$ cat config.mk
export PLATFORM = sky130hd
export DESIGN_NAME = duty_slew_supervisor
export DESIGN_NICKNAME = d
export VERILOG_FILES = /design/src/rtl/duty_slew_supervisor.sv
export SDC_FILE = /design/constraint.sdc
export NUM_CORES = 1
export LEC_CHECK = 0
export CORE_MARGIN = 5
export CORE_UTILIZATION = 40
export DETAILED_ROUTE_END_ITERATION = 8
export GPL_TIMING_DRIVEN = 0
export PLACE_DENSITY = 0.57
export SLEW_MARGIN = 10
export SYNTH_ARGS = -nofsm -noshare
export SYNTH_HDL_FRONTEND = slang
export SYNTH_SLANG_ARGS = --single-unit
export TNS_END_PERCENT = 30
$ cat constraint.sdc
create_clock -name clock -period 8.3 [get_ports clock]
set_clock_uncertainty 0.1 [all_clocks]
set_input_delay 1.245 -clock clock [delete_from_list [all_inputs] [get_ports clock]]
set_output_delay 1.245 -clock clock [all_outputs]
set_load 0.02 [all_outputs]
$ cat src/rtl/duty_slew_supervisor.sv
// duty_slew_supervisor
//   Turns a commanded duty into a rate-limited duty bus for the phase drivers and
//   supervises the raw hall inputs. An illegal hall code (000/111) or, when built with
//   DUTY_SLEW_STALL_DETECT_EN, a stalled rotor forces the duty to zero and latches a
//   fault. The fault is cleared only by a zero command while the hall code is legal.
//
//   Build option: define DUTY_SLEW_STALL_DETECT_EN to build the stall watchdog and make
//   the STALL state reachable; otherwise stall is tied low.
//
// Ports
//   clock       in   system clock, rising edge
//   reset       in   asynchronous active-high reset
//   cmd_duty    in   commanded duty
//   cmd_valid   in   single-cycle command strobe (always accepted)
//   h           in   raw hall inputs, asynchronous to clock
//   duty_cycle  out  slewed duty to the phase drivers
//   hall_fault  out  latched invalid-hall fault
//   stall       out  latched stall fault
//   state       out  0 RUN, 1 HALL_FAULT, 2 STALL
module duty_slew_supervisor #(
   parameter int unsigned DUTY_WIDTH   = 8,
   parameter int unsigned STEP_DIV     = 256,
   parameter int unsigned SLEW_STEP    = 1,
   parameter int unsigned STALL_CYCLES = 1000000
) (
   input  logic                  clock,
   input  logic                  reset,
   input  logic [DUTY_WIDTH-1:0] cmd_duty,
   input  logic                  cmd_valid,
   input  logic [2:0]            h,
   output logic [DUTY_WIDTH-1:0] duty_cycle,
   output logic                  hall_fault,
   output logic                  stall,
   output logic [1:0]            state
);

   typedef enum logic [1:0] {
      StRun       = 2'd0,
      StHallFault = 2'd1,
      StStall     = 2'd2
   } stateT;

   localparam int unsigned PreW  = (STEP_DIV > 1) ? $clog2(STEP_DIV) : 1;
   localparam int unsigned WideW = DUTY_WIDTH + 1;
   localparam logic [PreW-1:0]     PreMax = PreW'(STEP_DIV - 1);
   localparam logic [DUTY_WIDTH:0] StepW  = WideW'(SLEW_STEP);

   stateT                 fsmState;
   logic [DUTY_WIDTH-1:0] target;
   logic [2:0]            hMeta;
   logic [2:0]            hS;
   logic [1:0]            settleCnt;
   logic                  settled;
   logic                  hallBad;
   logic [PreW-1:0]       preCnt;
   logic                  tick;
   logic                  stallExpire;
   logic [DUTY_WIDTH:0]   dutyW;
   logic [DUTY_WIDTH:0]   targetW;
   logic [DUTY_WIDTH:0]   upSum;
   logic [DUTY_WIDTH:0]   dnDiff;
   logic [DUTY_WIDTH-1:0] slewNext;

   // Hall synchronizer plus a settle counter: hS holds 000 for the first two cycles
   // after reset, which must not be mistaken for an illegal hall code.
   always_ff @(posedge clock or posedge reset) begin
      if (reset) begin
         hMeta     <= 3'b000;
         hS        <= 3'b000;
         settleCnt <= 2'd0;
      end else begin
         hMeta <= h;
         hS    <= hMeta;
         if (!settled) begin
            settleCnt <= settleCnt + 2'd1;
         end
      end
   end

   assign settled = (settleCnt == 2'd2);
   assign hallBad = settled && ((hS == 3'b000) || (hS == 3'b111));

   // Free-running slew prescaler.
   always_ff @(posedge clock or posedge reset) begin
      if (reset) begin
         preCnt <= '0;
      end else if (preCnt == PreMax) begin
         preCnt <= '0;
      end else begin
         preCnt <= preCnt + PreW'(1);
      end
   end

   assign tick = (preCnt == PreMax);

   // One-bit-wider arithmetic so a step never wraps past all-ones or below zero;
   // the result is clamped to the target so it cannot overshoot.
   always_comb begin
      dutyW    = {1'b0, duty_cycle};
      targetW  = {1'b0, target};
      upSum    = dutyW + StepW;
      dnDiff   = dutyW - StepW;
      slewNext = duty_cycle;
      if (duty_cycle < target) begin
         slewNext = (upSum > targetW) ? target : upSum[DUTY_WIDTH-1:0];
      end else if (duty_cycle > target) begin
         slewNext = (dnDiff[DUTY_WIDTH] || (dnDiff < targetW)) ? target
                                                              : dnDiff[DUTY_WIDTH-1:0];
      end
   end

`ifdef DUTY_SLEW_STALL_DETECT_EN
   localparam int unsigned WdW = (STALL_CYCLES > 1) ? $clog2(STALL_CYCLES) : 1;
   localparam logic [WdW-1:0] WdMax = WdW'(STALL_CYCLES - 1);

   logic [2:0]     hPrev;
   logic           hallEdge;
   logic [WdW-1:0] wdCnt;

   // Stall watchdog: counts clocks of nonzero duty in RUN with no hall transition.
   always_ff @(posedge clock or posedge reset) begin
      if (reset) begin
         hPrev <= 3'b000;
         wdCnt <= '0;
      end else begin
         hPrev <= hS;
         if (hallEdge || (duty_cycle == '0) || (fsmState != StRun)) begin
            wdCnt <= '0;
         end else if (wdCnt != WdMax) begin
            wdCnt <= wdCnt + WdW'(1);
         end
      end
   end

   assign hallEdge    = (hS != hPrev);
   assign stallExpire = (fsmState == StRun) && (wdCnt == WdMax);
   assign stall       = (fsmState == StStall);
`else
   assign stallExpire = 1'b0;
   assign stall       = 1'b0;
`endif

   // Supervisor FSM with target and duty registers. Fault entry zeroes duty and target
   // on the same edge; hallBad outranks stall, and both outrank a command.
   always_ff @(posedge clock or posedge reset) begin
      if (reset) begin
         fsmState   <= StRun;
         target     <= '0;
         duty_cycle <= '0;
      end else begin
         unique case (fsmState)
            StRun: begin
               if (hallBad) begin
                  fsmState   <= StHallFault;
                  target     <= '0;
                  duty_cycle <= '0;
               end else if (stallExpire) begin
                  fsmState   <= StStall;
                  target     <= '0;
                  duty_cycle <= '0;
               end else begin
                  if (cmd_valid) begin
                     target <= cmd_duty;
                  end
                  if (tick) begin
                     duty_cycle <= slewNext;
                  end
               end
            end
            StHallFault, StStall: begin
               // Only a zero command with a legal hall code leaves a fault.
               if (cmd_valid && (cmd_duty == '0) && !hallBad) begin
                  fsmState <= StRun;
               end
            end
            default: begin
               fsmState   <= StRun;
               target     <= '0;
               duty_cycle <= '0;
            end
         endcase
      end
   end

   assign state      = fsmState;
   assign hall_fault = (fsmState == StHallFault);

endmodule

==> metrics.md <==
| Metric | Value |
|---|---|
| Run status | completed |
| Synth Instances | approximately 240 |
| Power per cell area | between 200 and 250 mW/mm² |
| Antenna viol nets, final | 0 |
| Setup TNS | 0 ns |
| Slew headroom | 55.2% |
| CTS Buf Count | 5 |
| Fraction of layout cells with a size suffix above 1 | between 8 and 9% |
| Root Buffer | clkbuf_8 |
| Synth warn | 0 |
| Core area | 0.00557 mm² |
| FFs w/ async S/R, synth | 100% |
| Clk_lat worst skew | approximately 0.29 ns |
| LEAKAGE | roughly 1.2 nW |
| WL per Instance | about 16 µm |
| Sequential cell area fraction in the yosys report | around 36% |
| Crit path required time | approximately 8.4 ns |
| Dpl ws | between 5 and 6 ns |
| Predominant post-synthesis flop cell | dfrtp_1 |
| DR iter-0 viols | a little over 70 |
| TritonCTS clock tree | built |
| Fmax | slightly above 300 MHz |
| Clock buffer depth | 2 |
| Worst slew pin tran | approximately 0.67 ns |
| ANT cells | 0 |
| Number of setup buffers added after CTS | 0 |
| IO buf count | 23 |
| CP Capture Type | flip-flop |
| Total GRT Usage | between 10% and 20% |
| Final worst slack | between 5 and 6 ns |
| Starting Density | between 40% and 50% |
| Mapped cell area | roughly 0.0023 mm² |
| Post-synth EDFFs | 0 |
| Clock slew seen by the registers of the worst setup and hold paths | roughly 0.080 ns |
| Fin area | 0.00278 mm² |
| WP buf/inv | 1 |
| # resized after CTS | 0 |
| Critical path class | flip-flop to flip-flop |
| Vias in the first global route | roughly 1700 |
| Critical path cell sequence | buf_2, and3_1, and3_1, nand3_1, xnor2_1, ha_1, and3_1, a211oi_1, a211oi_1, a31oi_4, mux2i_1, o221ai_1 |
| Top Metal Used | met4 |
| CP max-delay cell | dfrtp_1 |
| Via density | about 5.4 |
| Detail Placement HPWL | a little over 4000 µm |
| Die W | approximately 86 µm |
| Finished Layout Cells | 341 |
| Final cycle utilization of the critical path | between 30 and 40% |
| Worst Hold Slack | 0.256 ns |
| DRC viols | 0 |
| Total wire length | 5350 µm |
| Core Util, Final | 49.8% |
| Peak VDD IR | 0.000134 V |
| Critical path's top delay family | compound AO/OA/AOI/OAI gates |
| CTS H-tree lvls | 2 |
| Period minus WS final | about 3.3 ns |
| Top-count cell post-synth | dfrtp_1 |
| Initial antenna violation count | 0 |
| Number of synthesized register bits | 33 |
| Post-synthesis area per instance | just under 10 µm² |
| Die area | approximately 0.0074 mm² |
| Worst hold path class | flip-flop to flip-flop |
| I/O Pins | 26 |
| M1 WL | around 2800 µm |
| Rows | 27 |
| DP Area | 0.00264 mm² |
| Vias | between 1500 and 2000 |
| RSZ-0062 raised after global routing | false |
| Layout Nets | ~300 |
| Hold_buf cts | 0 |
| CP most frequent cell | and3_1 |
| Die H | 86.1 µm |
| Setup violators final | 0 |
| Most common library cells after synthesis | dfrtp_1 (33), ha_1 (27), a21oi_1 (22) |
| Maximum Capacitance Violations | 0 |
| Drt first pass iters | 4 |
| Largest area contributor in the netlist | dfrtp_1 |
| Largest net degree at the start of global routing | 34 |
| RD Place Congestion | between 0.8 and 0.9 |
| Synth top area cells | dfrtp_1 (36%), ha_1 (15%), a21oi_1 (4.8%) |
| Max FO, Critical Path | 8 |
| Total power | ~580 µW |
| Final Slew Violations | 0 |
| Area grow syn2layout | 20.0% |
| WL met3 | between 200 and 250 µm |
| Grt ovf | 0 |
| Critical path startpoint category | flip-flop |
| First-pass GRT wire length | 8680 µm |
| Final Hold Fails | 0 |
| Post-synth top area share | 35.7% |
| Post-placement cell count | approximately 330 |
| Arr. time, crit path | ~3.3 ns |
| Synth cell types | between 40 and 50 |
| Routed wl met2 | between 2000 and 2500 µm |
| Clock sinks | 33 |
| Max incr delay on CP | 0.40 ns |
[state kept, by name, summed over array words and instances, names as in the netlist]
name        count
target          8
state           1
hMeta           3
settleCnt       2
duty_cycle      8
hS              3
preCnt          8
[kinds of logic after synthesis]
kind of cell             after synthesis  synth area share, %
AO/OA/AOI/OAI                         58                 18.2
XOR/XNOR                              18                 6.81
adder cells (fa/ha/maj)               27                 14.6
buffers and inverters                 23                 4.81
flip-flops                            33                 35.7
multiplexers                           9                 3.89
other                                  1                0.162
AND/OR/NAND/NOR                       68                 15.8
[cell type report]
type                    instances  area, µm²
flip-flops and latches         33        826
fillers                       540       2800
well taps                      72       90.1
clock inverters                 3       68.8
clock buffers                   5       68.8
repair buffers                 23        230
plain buffers                   9       58.8
multi-input cells             182       1380
inverters                      14       52.6
[report_power, final]
group / leakage [nW] / total, mW / internal [mW] / switching [mW]
Clock: 0.0687 / 0.186 / 0.121 / 0.0649
Sequential: 0.413 / 0.191 / 0.175 / 0.0166
Combinational: 0.762 / 0.199 / 0.0893 / 0.109
Total: 1.24 / 0.576 / 0.385 / 0.191
[layout by cell type, fill, tap and decap left out, types with 3 or more instances in the layout]
| master | count |
|---|---|
| inv_1 | 13 |
| o221ai_1 | 7 |
| a21oi_1 | 22 |
| a22o_1 | 8 |
| nor2_1 | 14 |
| buf_4 | 4 |
| a211oi_1 | 3 |
| nand2_1 | 17 |
| clkdlybuf4s50_1 | 23 |
| o21ai_0 | 4 |
| and3_1 | 3 |
| o211ai_1 | 3 |
| nand3_1 | 12 |
| xor2_1 | 6 |
| nor3_1 | 4 |
| ha_1 | 27 |
| dfrtp_1 | 33 |
| clkbuf_8 | 5 |
| xnor2_1 | 12 |
| mux2i_1 | 9 |
[metal layers]
| layer | vias up | GRT usage, % |
|---|---|---|
| met5 | - | 0 |
| met4 | 0 | 5.04 |
| met3 | 10 | 3.17 |
| met2 | 29 | 21.7 |
| met1 | 863 | 22.0 |
| li1 | 923 | - |
[final timing paths]
kind                               start             to  slack [ns]  cells past startpoint
hold / removal                  hMeta[1]          hS[1]        0.26                      0
setup / recovery           duty_cycle[3]  duty_cycle[4]        5.03                     12
hold reg to reg                 hMeta[1]          hS[1]        0.26                      0
min in group asynchronous          reset       hMeta[2]        1.27                      2
max in group asynchronous          reset  duty_cycle[0]        6.39                      2
setup reg to reg           duty_cycle[3]  duty_cycle[4]        5.03                     12
Note: power is estimated with default switching activity, not from simulation.
